<file path="config.mk">
export PLATFORM = sky130hd
export DESIGN_NAME = bcd_timer_control
export DESIGN_NICKNAME = d
export VERILOG_FILES = /design/src/rtl/bcd_timer_control.sv
export SDC_FILE = /design/constraint.sdc
export NUM_CORES = 1
export LEC_CHECK = 0
export BUFFER_PORTS_ARGS = -buffer_cell sky130_fd_sc_hd__buf_2
export CELL_PAD_IN_SITES_DETAIL_PLACEMENT = 1
export CELL_PAD_IN_SITES_GLOBAL_PLACEMENT = 1
export CORE_MARGIN = 3
export CORE_UTILIZATION = 40
export DETAILED_ROUTE_END_ITERATION = 6
export PLACE_DENSITY = 0.73
export SLEW_MARGIN = 0
export SYNTH_ARGS = -nofsm -noshare
export SYNTH_HDL_FRONTEND = slang
export SYNTH_SLANG_ARGS = --single-unit
</file>
<file path="constraint.sdc">
create_clock -name CLOCK -period 2.65 [get_ports CLOCK]
set_clock_uncertainty 0.2 [all_clocks]
set_input_delay 0 -clock CLOCK [delete_from_list [all_inputs] [get_ports CLOCK]]
set_output_delay 0 -clock CLOCK [all_outputs]
set_load 0.02 [all_outputs]
</file>
<file path="src/rtl/bcd_timer_control.sv">
// bcd_timer_control
// Two-digit BCD up/down timer feeding the seven-segment display controller.
// Three raw push-buttons are synchronized and debounced; their rising edges
// drive an IDLE/RUN/PAUSE/DONE state machine that steps the count once per
// prescaled tick.
`timescale 1ns/1ps

module bcd_timer_control #(
    parameter int CLOCKS_PER_TICK = 4,
    parameter int DEBOUNCE_CYCLES = 2
) (
    input  logic       CLOCK,
    input  logic       RESET,
    input  logic       BTN_START,
    input  logic       BTN_CLEAR,
    input  logic       BTN_LOAD,
    input  logic       UP_DOWN,
    input  logic [7:0] PRESET,
    output logic [7:0] num,
    output logic       RUNNING,
    output logic       DONE
);

    localparam int PW = (CLOCKS_PER_TICK > 1) ? $clog2(CLOCKS_PER_TICK) : 1;
    localparam int CW = (DEBOUNCE_CYCLES > 1) ? $clog2(DEBOUNCE_CYCLES + 1) : 1;
    localparam logic [PW-1:0] PRE_LAST = PW'(CLOCKS_PER_TICK - 1);
    localparam logic [CW-1:0] DEB_LAST = CW'(DEBOUNCE_CYCLES - 1);

    typedef enum logic [1:0] {
        ST_IDLE  = 2'd0,
        ST_RUN   = 2'd1,
        ST_PAUSE = 2'd2,
        ST_DONE  = 2'd3
    } state_t;

    // BCD increment, wrapping 99 -> 00 (never reached while running up).
    function automatic logic [7:0] bcd_inc(input logic [7:0] v);
        logic [7:0] r;
        if (v[3:0] >= 4'd9) begin
            r[3:0] = 4'd0;
            r[7:4] = (v[7:4] >= 4'd9) ? 4'd0 : (v[7:4] + 4'd1);
        end else begin
            r[3:0] = v[3:0] + 4'd1;
            r[7:4] = v[7:4];
        end
        return r;
    endfunction

    // BCD decrement, wrapping 00 -> 99 (never reached while running down).
    function automatic logic [7:0] bcd_dec(input logic [7:0] v);
        logic [7:0] r;
        if (v[3:0] == 4'd0) begin
            r[3:0] = 4'd9;
            r[7:4] = (v[7:4] == 4'd0) ? 4'd9 : (v[7:4] - 4'd1);
        end else begin
            r[3:0] = v[3:0] - 4'd1;
            r[7:4] = v[7:4];
        end
        return r;
    endfunction

    // Limit each digit of a preset to 9 so num is always valid BCD.
    function automatic logic [7:0] bcd_clamp(input logic [7:0] v);
        logic [7:0] r;
        r[7:4] = (v[7:4] > 4'd9) ? 4'd9 : v[7:4];
        r[3:0] = (v[3:0] > 4'd9) ? 4'd9 : v[3:0];
        return r;
    endfunction

    // Button bit order: [0]=START, [1]=CLEAR, [2]=LOAD
    logic [2:0]         w_raw;
    logic [2:0]         r_sync1;
    logic [2:0]         r_sync2;
    logic [2:0]         r_deb;
    logic [2:0]         r_deb_d;
    logic [2:0][CW-1:0] r_cnt;
    logic [2:0]         w_evt;
    logic               w_start;
    logic               w_clear;
    logic               w_load;

    state_t             r_state;
    state_t             w_state_nx;
    logic [7:0]         r_num;
    logic [7:0]         w_num_nx;
    logic [PW-1:0]      r_pre;
    logic [PW-1:0]      w_pre_nx;
    logic               r_dir;
    logic               w_dir_nx;
    logic               r_running;
    logic               r_done;
    logic [7:0]         w_step;
    logic               w_tick;
    logic               w_term_hit;

    assign w_raw   = {BTN_LOAD, BTN_CLEAR, BTN_START};
    assign w_evt   = r_deb & ~r_deb_d;
    assign w_start = w_evt[0];
    assign w_clear = w_evt[1];
    assign w_load  = w_evt[2];

    // Two-flop synchronizer for the asynchronous button inputs.
    always_ff @(posedge CLOCK or posedge RESET) begin
        if (RESET) begin
            r_sync1 <= 3'b000;
            r_sync2 <= 3'b000;
        end else begin
            r_sync1 <= w_raw;
            r_sync2 <= r_sync1;
        end
    end

    // Debounce: accept a new level only after it differs for DEBOUNCE_CYCLES samples in a row.
    always_ff @(posedge CLOCK or posedge RESET) begin
        if (RESET) begin
            r_deb   <= 3'b000;
            r_deb_d <= 3'b000;
            r_cnt   <= '0;
        end else begin
            r_deb_d <= r_deb;
            for (int i = 0; i < 3; i++) begin
                if (r_sync2[i] == r_deb[i]) begin
                    r_cnt[i] <= '0;
                end else if (r_cnt[i] == DEB_LAST) begin
                    r_deb[i] <= r_sync2[i];
                    r_cnt[i] <= '0;
                end else begin
                    r_cnt[i] <= r_cnt[i] + 1'b1;
                end
            end
        end
    end

    // Next-state, count, prescaler and direction logic; CLEAR beats START beats LOAD.
    always_comb begin
        w_state_nx = r_state;
        w_num_nx   = r_num;
        w_pre_nx   = r_pre;
        w_dir_nx   = r_dir;
        w_step     = r_dir ? bcd_inc(r_num) : bcd_dec(r_num);
        w_tick     = (r_pre == PRE_LAST);
        w_term_hit = r_dir ? (w_step == 8'h99) : (w_step == 8'h00);
        case (r_state)
            ST_IDLE: begin
                if (w_clear) begin
                    w_num_nx = 8'h00;
                end else if (w_start) begin
                    w_dir_nx = UP_DOWN;
                    w_pre_nx = '0;
                    if ((UP_DOWN && (r_num == 8'h99)) || (!UP_DOWN && (r_num == 8'h00))) begin
                        w_state_nx = ST_DONE;
                    end else begin
                        w_state_nx = ST_RUN;
                    end
                end else if (w_load) begin
                    w_num_nx = bcd_clamp(PRESET);
                end else begin
                    w_num_nx = r_num;
                end
            end
            ST_RUN: begin
                if (w_clear) begin
                    w_num_nx   = 8'h00;
                    w_pre_nx   = '0;
                    w_state_nx = ST_IDLE;
                end else if (w_start) begin
                    w_state_nx = ST_PAUSE;
                end else if (w_tick) begin
                    w_pre_nx = '0;
                    w_num_nx = w_step;
                    if (w_term_hit) begin
                        w_state_nx = ST_DONE;
                    end else begin
                        w_state_nx = ST_RUN;
                    end
                end else begin
                    w_pre_nx = r_pre + 1'b1;
                end
            end
            ST_PAUSE: begin
                if (w_clear) begin
                    w_num_nx   = 8'h00;
                    w_pre_nx   = '0;
                    w_state_nx = ST_IDLE;
                end else if (w_start) begin
                    w_state_nx = ST_RUN;
                end else begin
                    w_state_nx = ST_PAUSE;
                end
            end
            ST_DONE: begin
                if (w_clear) begin
                    w_num_nx   = 8'h00;
                    w_pre_nx   = '0;
                    w_state_nx = ST_IDLE;
                end else if (w_start) begin
                    w_state_nx = ST_IDLE;
                end else begin
                    w_state_nx = ST_DONE;
                end
            end
            default: begin
                w_state_nx = ST_IDLE;
                w_num_nx   = 8'h00;
                w_pre_nx   = '0;
            end
        endcase
    end

    // State, datapath and registered status decodes.
    always_ff @(posedge CLOCK or posedge RESET) begin
        if (RESET) begin
            r_state   <= ST_IDLE;
            r_num     <= 8'h00;
            r_pre     <= '0;
            r_dir     <= 1'b1;
            r_running <= 1'b0;
            r_done    <= 1'b0;
        end else begin
            r_state   <= w_state_nx;
            r_num     <= w_num_nx;
            r_pre     <= w_pre_nx;
            r_dir     <= w_dir_nx;
            r_running <= (w_state_nx == ST_RUN);
            r_done    <= (w_state_nx == ST_DONE);
        end
    end

    assign num     = r_num;
    assign RUNNING = r_running;
    assign DONE    = r_done;

endmodule

</file>
==> results.txt <==
Post-Synth Simple-Gate Area - 19.7%
total number of vias - 1,734
Final nets - 273
fmax - 403 MHz
YS warnings - 0
initial drt markers - 39
hpwl dp - 3760 um
total global-route track usage - 19.3%
Setup crit start kind - flip-flop
#FFs+latches synth - 33
Reg clk slew, reported paths - 70 ps
share of cells above drive strength 1 - 27.3%
Die H - 76.5 um
CP max FO - 4
Synth-to-Final Area Change - 23.3%
most frequent cells after synthesis - 32 x dfrtp_1, 17 x nor2_1, 15 x a21oi_1
Clock power frac - 12.4%
Main synth FF type - dfrtp_1
cell-internal power - 1.62 mW
Avg Cell Area, Syn - 9.85 um^2
hold crit path type - in -> async
Routed Antenna Nets - 0
mux share of post-synthesis cell area - 3.02%
Compound-Gate Fraction of Synth Area - 22.1%
adder-cell share of the synthesized area - 4.40%
ANT cells - 0
clock sink count - 33
DRC - 0
peak supply drop - 0.468 mV
Synth Area in XOR/XNOR - 1.76%
top cells by area, synth - dfrtp_1 40%, ha_1 4.4%, a21oi_1 3.8%
part of the power in registers - 29.5%
Die Span X - 76.5 um
GR Overflow Total - 0
Worst path slowest cell - or4b_1
Root Buffer - clkbuf_8
sw frac - 46.4%
Syn Nets - 223
asr flop ratio synth - 100%
LEAKAGE - 1.09 nW
area of the core - 4750 um^2
count leader, synth - dfrtp_1
CP endpoint kind - flip-flop
cells along the critical path - inv_1, ha_1, or4b_1, o22ai_1, o2bb2ai_2, mux2_4, nor4_4, o2bb2ai_1
largest net degree at the start of global routing - 34
DR WL/cell - 16.0 um
Post-Route WL - 5120 um
total power - 3.02 mW
CP Data Arrival Time - 2490 ps
First-pass DRT Iterations - 4
final hold viol count - 0
main combinational cell family by area after synthesis - compound AO/OA/AOI/OAI gates
Initial Utilization - 41.9%
Net Sw Power - 1.40 mW
Worst Path Required - 2660 ps
max-slew violation count - 0
Mapped Cells - 202
max layer used - met4
Synth cell types - 55
global-route wire length before repair - 9030 um
Ports - 24
met2 routed WL - 2550 um
die area - 5860 um^2
PortBufs - 23
Max-Cap Viols - 0
setup TNS - 0 ps
Pwr Density - 1230 nW/um^2
met3 routed wirelength - 169 um
vias per std cell - 5.42
Setup violations, final - 0
clock buffer count from CTS - 5
status - completed
Yosys top cell by area - dfrtp_1
Syn Std Cell Area - 1990 um^2
WS Path Type - reg -> reg
initial antenna violation count - 0
clk_lat worst skew - 290 ps
RePlAce Congestion - 0.819
WL met1 - 2290 um
fin crit share - 93.6%
Placement Rows - 25
clk buf depth - 2
vias in the first global route - 1,885
fill cell count - 564
top-area cell type share of the netlist area - 40.2%
Slew @ Worst Pin - 504 ps
Max-slew headroom - 66.1%
CTS tree - yes
crit-path max cell delay - 520 ps
post-layout min period - 2480 ps
htree depth - 2
Logic pwr share - 58.1%
Seq/Total Area, Yosys - 41.5%
unrepaired setup endpoints after global routing - no
Post-synth EDFFs - 0
Setup Buffers After CTS - 0
final cells by class:
class | count | area (um^2) | share of cell area (%)
clock buffer | 5 | 68.8 | 2.80
tap | 67 | 83.8 | 3.41
sequential | 33 | 828 | 33.7
inverter | 11 | 41.3 | 1.68
clock inverter | 3 | 17.5 | 0.714
multi-input combinational | 147 | 1030 | 42.2
timing repair buffer | 54 | 380 | 15.5
power groups by stage:
stage | Sequential [mW] | Combinational, mW | Clock [mW]
4_1_cts | 0.892 | 1.75 | 0.387
3_5_place_dp | 0.902 | 1.71 | 0
5_1_grt | 0.927 | 1.97 | 0.407
2_1_floorplan | 0.912 | 1.21 | 0
6_report | 0.892 | 1.76 | 0.375
3_3_place_gp | 0.885 | 1.68 | 0
metrics by stage:
stage	instances	setup slack (ps)	hold slack, ps	utilization, %	instance area (um^2)
2_1_floorplan	202	15.8	-169	-	1990
3_3_place_gp	299	162	-91.9	46.7	2220
3_5_place_dp	299	98.6	-90.2	46.7	2220
4_1_cts	320	42.2	137	51.2	2430
5_1_grt	320	7.61	153	51.6	2450
6_report	320	169	129	51.6	2450
routing by layer:
metal / track usage, % / vias up
met2: 33.2 / 28
met5: 0 / -
met3: 3.90 / 13
met1: 23.1 / 854
met4: 8.51 / 0
li1: - / 839
worst paths after layout:
| check | startpoint | end | slack, ps | cells after the start |
|---|---|---|---|---|
| worst max-delay path | num[0] | DONE | 170 | 8 |
| worst min-delay path | RESET | r_cnt[1] | 130 | 4 |
| worst max register to register | num[0] | DONE | 170 | 8 |
| worst min register to register | r_sync1[1] | r_sync2[1] | 150 | 0 |
| max in group asynchronous | RESET | r_dir | 1790 | 4 |
| min in group CLOCK | BTN_LOAD | r_sync1[2] | 150 | 2 |
critical path, delay by kind of cell (launching register included):
family                   cells  cell delay (ps)
buffers and inverters        1               90
flip-flops                   1              380
adder cells (fa/ha/maj)      1              170
multiplexers                 1              330
AND/OR/NAND/NOR              2              740
AO/OA/AOI/OAI                3              500
flip-flops by register name, indices dropped and copies added (netlist names), 2 cells and up:
| name | flops |
|---|---|
| num | 8 |
| r_cnt | 6 |
| r_deb | 3 |
| r_deb_d | 3 |
| r_pre | 2 |
| r_state | 2 |
| r_sync1 | 3 |
| r_sync2 | 3 |
cell families (layout without fill, tap and decap cells):
group           count (synthesis)  in the layout
mux                             5              5
compound gates                 63             63
simple gates                   68             68
fa+ha+maj                       7              7
xor+xnor                        4              4
buf+inv                        22             73
flops                          33             33
what timing repair did:
item,4_1_cts,5_1_grt
resized for setup,0,5
endpoints found under the setup margin,0,3
hold buffers,13,0
hold endpoints to repair,45,0
layout by cell type, fill, tap and decap left out, drive strengths merged, types with 4 or more instances in the layout:
master       Yosys  routed
nor2b            5       5
inv             11      11
clkbuf           7       5
o21ai           11      11
a211oi           6       6
nor2            17      17
buf              4      41
o2bb2ai          4       4
mux2             5       5
nand2           11      11
a21oi           15      15
xnor2            4       4
dfrtp           32      32
nor3b            5       5
dlygate4sd3      0      13
ha               7       7
(Power assumes the default switching activity.)
